### src/rtl/frame_max_pkg.sv
`default_nettype none
// ============================================================================
//  Module      : frame_max_pkg
//  Description : Shared definitions for the frame peak controller: sample
//                width default, FSM state encoding and index-width helper.
//  Revision    : 1.0 - initial release
// ============================================================================
package frame_max_pkg;

    // Width of the shared comparator datapath
    localparam int DW_DEFAULT = 6;

    // Controller state encoding
    localparam logic [0:0] ST_ACC  = 1'b0;
    localparam logic [0:0] ST_HOLD = 1'b1;

    // Counter/index width: clog2(frame_len), never narrower than one bit
    function automatic int calc_iw(input int frame_len);
        return (frame_len <= 1) ? 1 : $clog2(frame_len);
    endfunction

endpackage
`default_nettype wire

### src/rtl/max6_cmp.sv
`default_nettype none
// ============================================================================
//  Module      : max6_cmp
//  Description : Combinational 6-bit two-input max selector. The newer input
//                wins ties; sel=1 whenever the newer input is chosen.
//  Revision    : 1.0 - initial release
// ============================================================================
module max6_cmp (
    input  logic [5:0] new_val,
    input  logic [5:0] old_val,
    output logic [5:0] max_val,
    output logic       sel
);

    // new >= old picks the newer sample so the last occurrence is reported
    always_comb begin
        sel     = (new_val >= old_val);
        max_val = sel ? new_val : old_val;
    end

endmodule
`default_nettype wire

### src/rtl/frame_max_ctrl.sv
`default_nettype none
// ============================================================================
//  Module      : frame_max_ctrl
//  Description : Time-shares one 6-bit max comparator to find the peak of
//                each FRAME_LEN-sample frame; presents the result on a
//                valid/ready output and stalls input until it is consumed.
//                Optional macro FRAME_MAX_INDEX_EN adds the out_idx port
//                reporting the (last) position of the maximum.
//  Revision    : 1.0 - initial release
// ============================================================================
module frame_max_ctrl
    import frame_max_pkg::*;
#(
    parameter  int DW        = DW_DEFAULT,
    parameter  int FRAME_LEN = 16,
    localparam int IW        = calc_iw(FRAME_LEN)
) (
    input  logic          clk,
    input  logic          rst,
    input  logic          clr,
    input  logic [DW-1:0] in_data,
    input  logic          in_valid,
    output logic          in_ready,
    output logic [DW-1:0] out_max,
`ifdef FRAME_MAX_INDEX_EN
    output logic [IW-1:0] out_idx,
`endif
    output logic          out_valid,
    input  logic          out_ready
);

    localparam logic [IW-1:0] c_last = IW'(FRAME_LEN - 1);

    logic [0:0]    r_state;
    logic [IW-1:0] r_cnt;
    logic [DW-1:0] r_mx;
`ifdef FRAME_MAX_INDEX_EN
    logic [IW-1:0] r_ix;
`endif

    logic [DW-1:0] w_old;
    logic [DW-1:0] w_cmp_max;
    logic          w_sel;

    // First sample of a frame compares against zero, so it is always taken
    assign w_old = (r_cnt == '0) ? '0 : r_mx;

    max6_cmp u_cmp (
        .new_val (in_data),
        .old_val (w_old),
        .max_val (w_cmp_max),
        .sel     (w_sel)
    );

    // Frame sequencing FSM with registered handshake and result outputs
    always_ff @(posedge clk or posedge rst) begin
        if (rst) begin
            r_state   <= ST_ACC;
            r_cnt     <= '0;
            r_mx      <= '0;
            in_ready  <= 1'b1;
            out_valid <= 1'b0;
            out_max   <= '0;
`ifdef FRAME_MAX_INDEX_EN
            r_ix      <= '0;
            out_idx   <= '0;
`endif
        end else if (clr) begin
            // Abort: drop the partial frame and any pending result
            r_state   <= ST_ACC;
            r_cnt     <= '0;
            in_ready  <= 1'b1;
            out_valid <= 1'b0;
        end else begin
            case (r_state)
                ST_ACC: begin
                    if (in_valid) begin
                        // mx only moves when the new sample wins
                        if (w_sel) r_mx <= w_cmp_max;
`ifdef FRAME_MAX_INDEX_EN
                        if (w_sel) r_ix <= r_cnt;
`endif
                        if (r_cnt == c_last) begin
                            r_cnt     <= '0;
                            r_state   <= ST_HOLD;
                            in_ready  <= 1'b0;
                            out_valid <= 1'b1;
                            out_max   <= w_cmp_max;
`ifdef FRAME_MAX_INDEX_EN
                            out_idx   <= w_sel ? r_cnt : r_ix;
`endif
                        end else begin
                            r_cnt <= r_cnt + IW'(1);
                        end
                    end
                end
                ST_HOLD: begin
                    if (out_ready) begin
                        r_state   <= ST_ACC;
                        in_ready  <= 1'b1;
                        out_valid <= 1'b0;
                    end
                end
                default: begin
                    r_state   <= ST_ACC;
                    in_ready  <= 1'b1;
                    out_valid <= 1'b0;
                end
            endcase
        end
    end

endmodule
`default_nettype wire

### config.mk
export PLATFORM = sky130hd
export DESIGN_NAME = frame_max_ctrl
export DESIGN_NICKNAME = d
export VERILOG_FILES = /design/src/rtl/frame_max_pkg.sv /design/src/rtl/max6_cmp.sv /design/src/rtl/frame_max_ctrl.sv
export SDC_FILE = /design/constraint.sdc
export NUM_CORES = 1
export LEC_CHECK = 0
export CAP_MARGIN = 10
export CORE_MARGIN = 2
export CORE_UTILIZATION = 50
export DETAILED_ROUTE_END_ITERATION = 16
export PLACE_DENSITY = 0.74
export SYNTH_ARGS = -nofsm -noshare
export SYNTH_HDL_FRONTEND = slang
export SYNTH_SLANG_ARGS = --single-unit
### constraint.sdc
create_clock -name clk -period 4.25 [get_ports clk]
set_clock_uncertainty 0.15 [all_clocks]
set_input_delay 0.6375 -clock clk [delete_from_list [all_inputs] [get_ports clk]]
set_output_delay 0.6375 -clock clk [all_outputs]
set_load 0.03 [all_outputs]
### Yosys cells after proc, flatten, opt, wreduce, memory -nomap -nowiden

Index checks and enable logic that the tools add are counted.

* shifts and indexed selects: 0
* reductions and logical operators: 6
* multiply operators: 0
* $lt $le $gt $ge: 1
* mux-type cells: 21
* add/subtract/negate cells: 1
* bitwise logic cells: 2
* eq/ne operators: 5
* divide/modulo/power cells: 0

Operator list (count)
* 2-to-1 mux 4 bit: 4
* 2-to-1 mux 1 bit: 12
* 2-to-1 mux 6 bit: 2
* inequality test 3 bit, second input constant: 3
* AND reduction 4 bit: 2
* >= comparator 6 bit: 1
* one-hot mux 1 bit (2 select lines): 3
* adder 4 x 1 -> 4 bit, second input constant: 1
* equality test 4 bit, second input constant: 1
* zero test 4 bit: 1
* AND reduction 3 bit: 1
* inequality test 2 bit, second input constant: 1
* NOT 1 bit: 2
* AND reduction 2 bit: 1
* nonzero test 2 bit: 1

* word-level logic and storage cells: 42
* bits in registers: 19
* memories kept: 0
* bits in read-only memories: 0
* RAM bits: 0
* latch bits: 0
* input port bits: 11

### Logic depth before layout (Yosys ltp)

* depth after elaboration: 5
* mapped depth: 11
* mapped depth without buffers: 10

### Modules after synthesis

A second synthesis with hierarchy kept.

* cell total of the unflattened synthesis: 96
* area total of the unflattened synthesis: 1146.1 um2

By module, submodules not included
* frame_max_ctrl: times used 1, cells each 71, area an instance 882.1 um2, sequential area each 476.7 um2
* max6_cmp: times used 1, cells each 25, area an instance 264.0 um2, sequential area each 0.0 um2

### Worst setup path before layout

OpenSTA, ideal clock, no wires.

* kind: register to register
* start point: register r_cnt[0]
* end point: register r_mx[0]
* arrival time: 2.703 ns
* required time: 3.975 ns
* library setup time: 0.125 ns
* path slack: 1.272 ns
* stages on the path, launching flop included: 12
* period minus slack after synthesis: 2.978 ns
* path through: dfrtp_1 inv_1 ha_1 or3b_2 and2_1 ha_1 nand2b_1 a21oi_1 o221a_4 or3_1 buf_6 mux2_4

* longest elaborated chain between the ends: 4
* elaborated cells between the ends (all ways): 5
* those cells by class: order compare (1); mux (2); reduce/logical (2)

RTL lines
* start: declaration: RTL line frame_max_ctrl.sv:35 `logic [IW-1:0] r_cnt;`
* start signal: assignment: RTL line frame_max_ctrl.sv:93 `r_cnt <= r_cnt + IW'(1);`
* zero test 4 bit *: RTL line frame_max_ctrl.sv:46 `assign w_old = (r_cnt == '0) ? '0 : r_mx;`
* 2-to-1 mux 6 bit *: RTL line frame_max_ctrl.sv:46
* >= comparator 6 bit: RTL line max6_cmp.sv:17 `sel = (new_val >= old_val);`
* AND reduction 4 bit (no source line) / 2-to-1 mux 6 bit (equally long branches)
* end signal: assignment: RTL line frame_max_ctrl.sv:79 `if (w_sel) r_mx <= w_cmp_max;`
* end: declaration: RTL line frame_max_ctrl.sv:36 `logic [DW-1:0] r_mx;`

Every way passes the cells marked *; elsewhere a longest branch is shown, timed or not.
A chain may end at the register's enable or synchronous reset.

### Worst setup path after layout

Ends and elaborated chain as after synthesis.

==> run_results.csv <==
group,metric,value,unit
die,core_area,0.00196,mm²
logic_synthesis,synth-warning-count,0,
power_and_ir_drop,clkPwrFrac,0.207,
cts,clkTransAtPathRegs,0.10,ns
worst_setup_path,rr_endpoint,"r_mx[0]",
worst_setup_path,r2r_start,"r_cnt[0]",
die,fp.dieW,49.8,µm
logic_synthesis,synth_area,0.00105,mm²
die,start_util,0.535,
outcome,outcome,"complete, no violations",
worst_setup_path,path_buf_inv,1,
placed_design,globalplace.congestion,0.889,
power_and_ir_drop,power,0.000435,W
logic_synthesis,synth.avg_cell_area,9.81,µm²
final_layout,nets,146,
cts,root_buffer,"clkbuf_4",
cts,numCtsBuffers,3,
run,maxCapViolCount,0,
sta,tightestPinTransition,0.695,ns
worst_setup_path,timing.reg2reg.setup_slack,0.89,ns
worst_setup_path,crit_path_end_kind,"register",
drt,first_pass_iters,4,
sta,period_needed,3.36,ns
cts,insertion_delay,0.29,ns
drt,wire_per_inst,12.9,µm
worst_setup_path,cp.arrival,3.40,ns
sta,slew_headroom,0.536,
power_and_ir_drop,leakage,0.570,nW
worst_setup_path,crit_top_cell,"ha_1",
worst_setup_path,cp_top_family,"simple AND/OR/NAND/NOR gates",
drt,antenna_left,0,
grt,grt_max_degree,20,
drt,drt_iter0_drc,14,
worst_setup_path,cp_slowest_cell,"or3b_2",
power_and_ir_drop,p_per_area,341,mW/mm²
die,io_pins,19,
drt,wl,1970,µm
placed_design,port_buffers,18,
cts,cts.sinks,19,
sta,max_clock_freq,297,MHz
sta,fin_crit_sh,0.792,
hold_path,holdCritPathClass,"register to register",
sta,tns,0,ns
logic_synthesis,synth_seq_cells,19,
die,die_y,49.8,µm
drt,drc,0,
cts,postCtsSetupBuffers,0,
final_layout,diodes,0,
hold_path,whs_path_depth,1,
die,dieArea,0.00248,mm²
sta,rsz0062_at_grt,"false",
placed_design,hpwl,1510,µm
power_and_ir_drop,combPwrFrac,0.285,
power_and_ir_drop,seq_power_share,0.508,
cts,cts_tree,"built",
die,fp-row-count,16,
cts,htreeDepth,1,
worst_setup_path,required,4.28,ns
grt,antenna_found_initial,0,
placed_design,dp_worst_setup_slack,0.922,ns
drt,via_per_inst,5.44,
power_and_ir_drop,internal_power,0.000304,W
final_layout,drive_above_1_share,0.111,
cts,cts_buffer_depth,2,
hold_path,hp-start,"r_mx[0]",
logic_synthesis,ys_types,25,
cts,postCtsHoldBufs,0,
worst_setup_path,ff2ff_path_depth,10,
sta,drv_slew,0,
worst_setup_path,cp-start-kind,"register",
drt,vias,832,
worst_setup_path,crit_type,"register to register",
final_layout,area_delta_synth_final,21.5,%
logic_synthesis,synthCells,107,
logic_synthesis,ys_seq_area_frac,0.454,
hold_path,min_to,"r_mx[0]",
sta,setup_slack,0.885,ns
sta,finalSetupViolations,0,
worst_setup_path,worstPathMaxFanout,11,
cts,ctsResizeCount,0,
sta,hold_viol,0,
logic_synthesis,syn_nets,126,
worst_setup_path,path_cells,"inv_1 > ha_1 > or3b_2 > and2_1 > ha_1 > nand2b_1 > a21oi_1 > o221a_4 > or3_1 > mux2_4",
worst_setup_path,critPathMaxStageDelay,0.57,ns
grt,grt_use_total,0.175,
power_and_ir_drop,p_switching,0.000131,W
grt,overflow,0,
power_and_ir_drop,swShare,0.300,
power_and_ir_drop,max-vdd-ir-drop,0.233,mV
grt,grt_pass1_wl,3290,µm
grt,grt_pass1_vias,723,
==> worst reg2reg max path, stage by stage, from the launching register on <==
cell	delay, ns
dfrtp_1	0.42
inv_1	0.09
ha_1	0.14
or3b_2	0.57
and2_1	0.23
ha_1	0.26
nand2b_1	0.09
a21oi_1	0.09
o221a_4	0.33
or3_1	0.53
mux2_4	0.35
==> cells in the final DEF (no fill, tap or decap) <==
cell	instances
nor2_1	9
clkdlybuf4s50_1	18
clkbuf_4	3
or3b_2	1
or3_1	1
nor3_1	1
a311oi_1	1
nor2b_1	1
nand3_1	8
buf_4	1
or2_2	1
o221a_4	1
ha_1	8
a21oi_1	7
dfstp_2	1
mux2_4	6
a21o_1	1
inv_1	4
nand4_1	1
clkbuf_1	1
nand2b_1	4
and2_1	1
dfrtp_1	18
o221ai_1	1
nand2_1	20
xor2_1	1
a31oi_1	6
==> worst max path at each step <==
stage,slack (ns),cells after the start,to,start
5_1_grt,0.73,10,r_mx[5],r_cnt[0]
4_1_cts,0.89,10,r_mx[0],r_cnt[0]
6_report,0.89,10,r_mx[0],r_cnt[0]
3_3_place_gp,1.0,10,r_mx[5],r_cnt[0]
2_1_floorplan,1.27,11,r_mx[0],r_cnt[0]
3_5_place_dp,0.92,10,r_mx[2],r_cnt[0]
==> synthesized netlist by cell type, drive strengths merged <==
cell type	count	share of area
a21o	1	0.0072
a21oi	7	0.033
a311oi	1	0.0083
a31oi	6	0.036
and2	1	0.0060
buf	1	0.011
clkbuf	3	0.011
dfrtp	18	0.43
dfstp	1	0.025
ha	8	0.095
inv	4	0.014
mux2	6	0.086
nand2	20	0.072
nand2b	4	0.024
nand3	8	0.038
nand4	1	0.0060
nor2	9	0.032
nor2b	1	0.0060
nor3	1	0.0048
o221a	1	0.019
o221ai	1	0.0083
or2	1	0.0060
or3	1	0.0060
or3b	1	0.0083
xor2	1	0.0083
==> power groups by stage <==
stage	clock network [W]	logic (W)	registers, W
6_report	0.0000900	0.000124	0.000221
5_1_grt	0.000103	0.000136	0.000224
2_1_floorplan	0	0.0000869	0.000225
3_3_place_gp	0	0.000120	0.000223
4_1_cts	0.0000932	0.000124	0.000220
3_5_place_dp	0	0.000124	0.000223
==> logic make-up (layout without fill, tap and decap cells) <==
family	count (synthesis)	in the layout	share of synthesized area
AND/OR/NAND/NOR	48	48	0.209
XOR/XNOR	1	1	0.00834
flip-flops	19	19	0.454
multiplexers	6	6	0.0858
AO/OA/AOI/OAI	17	17	0.112
adder cells (fa/ha/maj)	8	8	0.0954
buffers and inverters	8	27	0.0358
==> metrics by stage <==
stage,util,hold slack (ns),std cells,cell area [µm²]
floorplan,-,0.323,107,1050
CTS,0.650,0.366,153,1270
global route,0.650,0.389,153,1270
finish,0.650,0.363,153,1270
detailed placement,0.636,0.337,149,1250
global placement,0.636,0.342,149,1250
==> metal layers <==
layer	vias to the layer above	share of wire	GRT usage
met5	-	0	0
met4	0	0.014	0.0972
met3	2	0.042	0.0212
met2	26	0.45	0.267
met1	392	0.49	0.241
li1	412	-	-
==> area by class of cell <==
class	count	area (µm²)
Clock buffer	4	26.3
Fill cell	179	687
Inverter	4	15.0
Multi-Input combinational cell	80	536
Sequential cell	19	477
Tap cell	27	33.8
Timing Repair Buffer	19	188
==> sequential cells by signal, indices dropped and copies added (netlist names) <==
| name | count |
|---|---|
| out_valid | 1 |
| r_cnt | 4 |
| out_max | 6 |
| r_mx | 6 |
| in_ready | 1 |
| r_state | 1 |
Note: power is estimated with default switching activity, not from simulation.
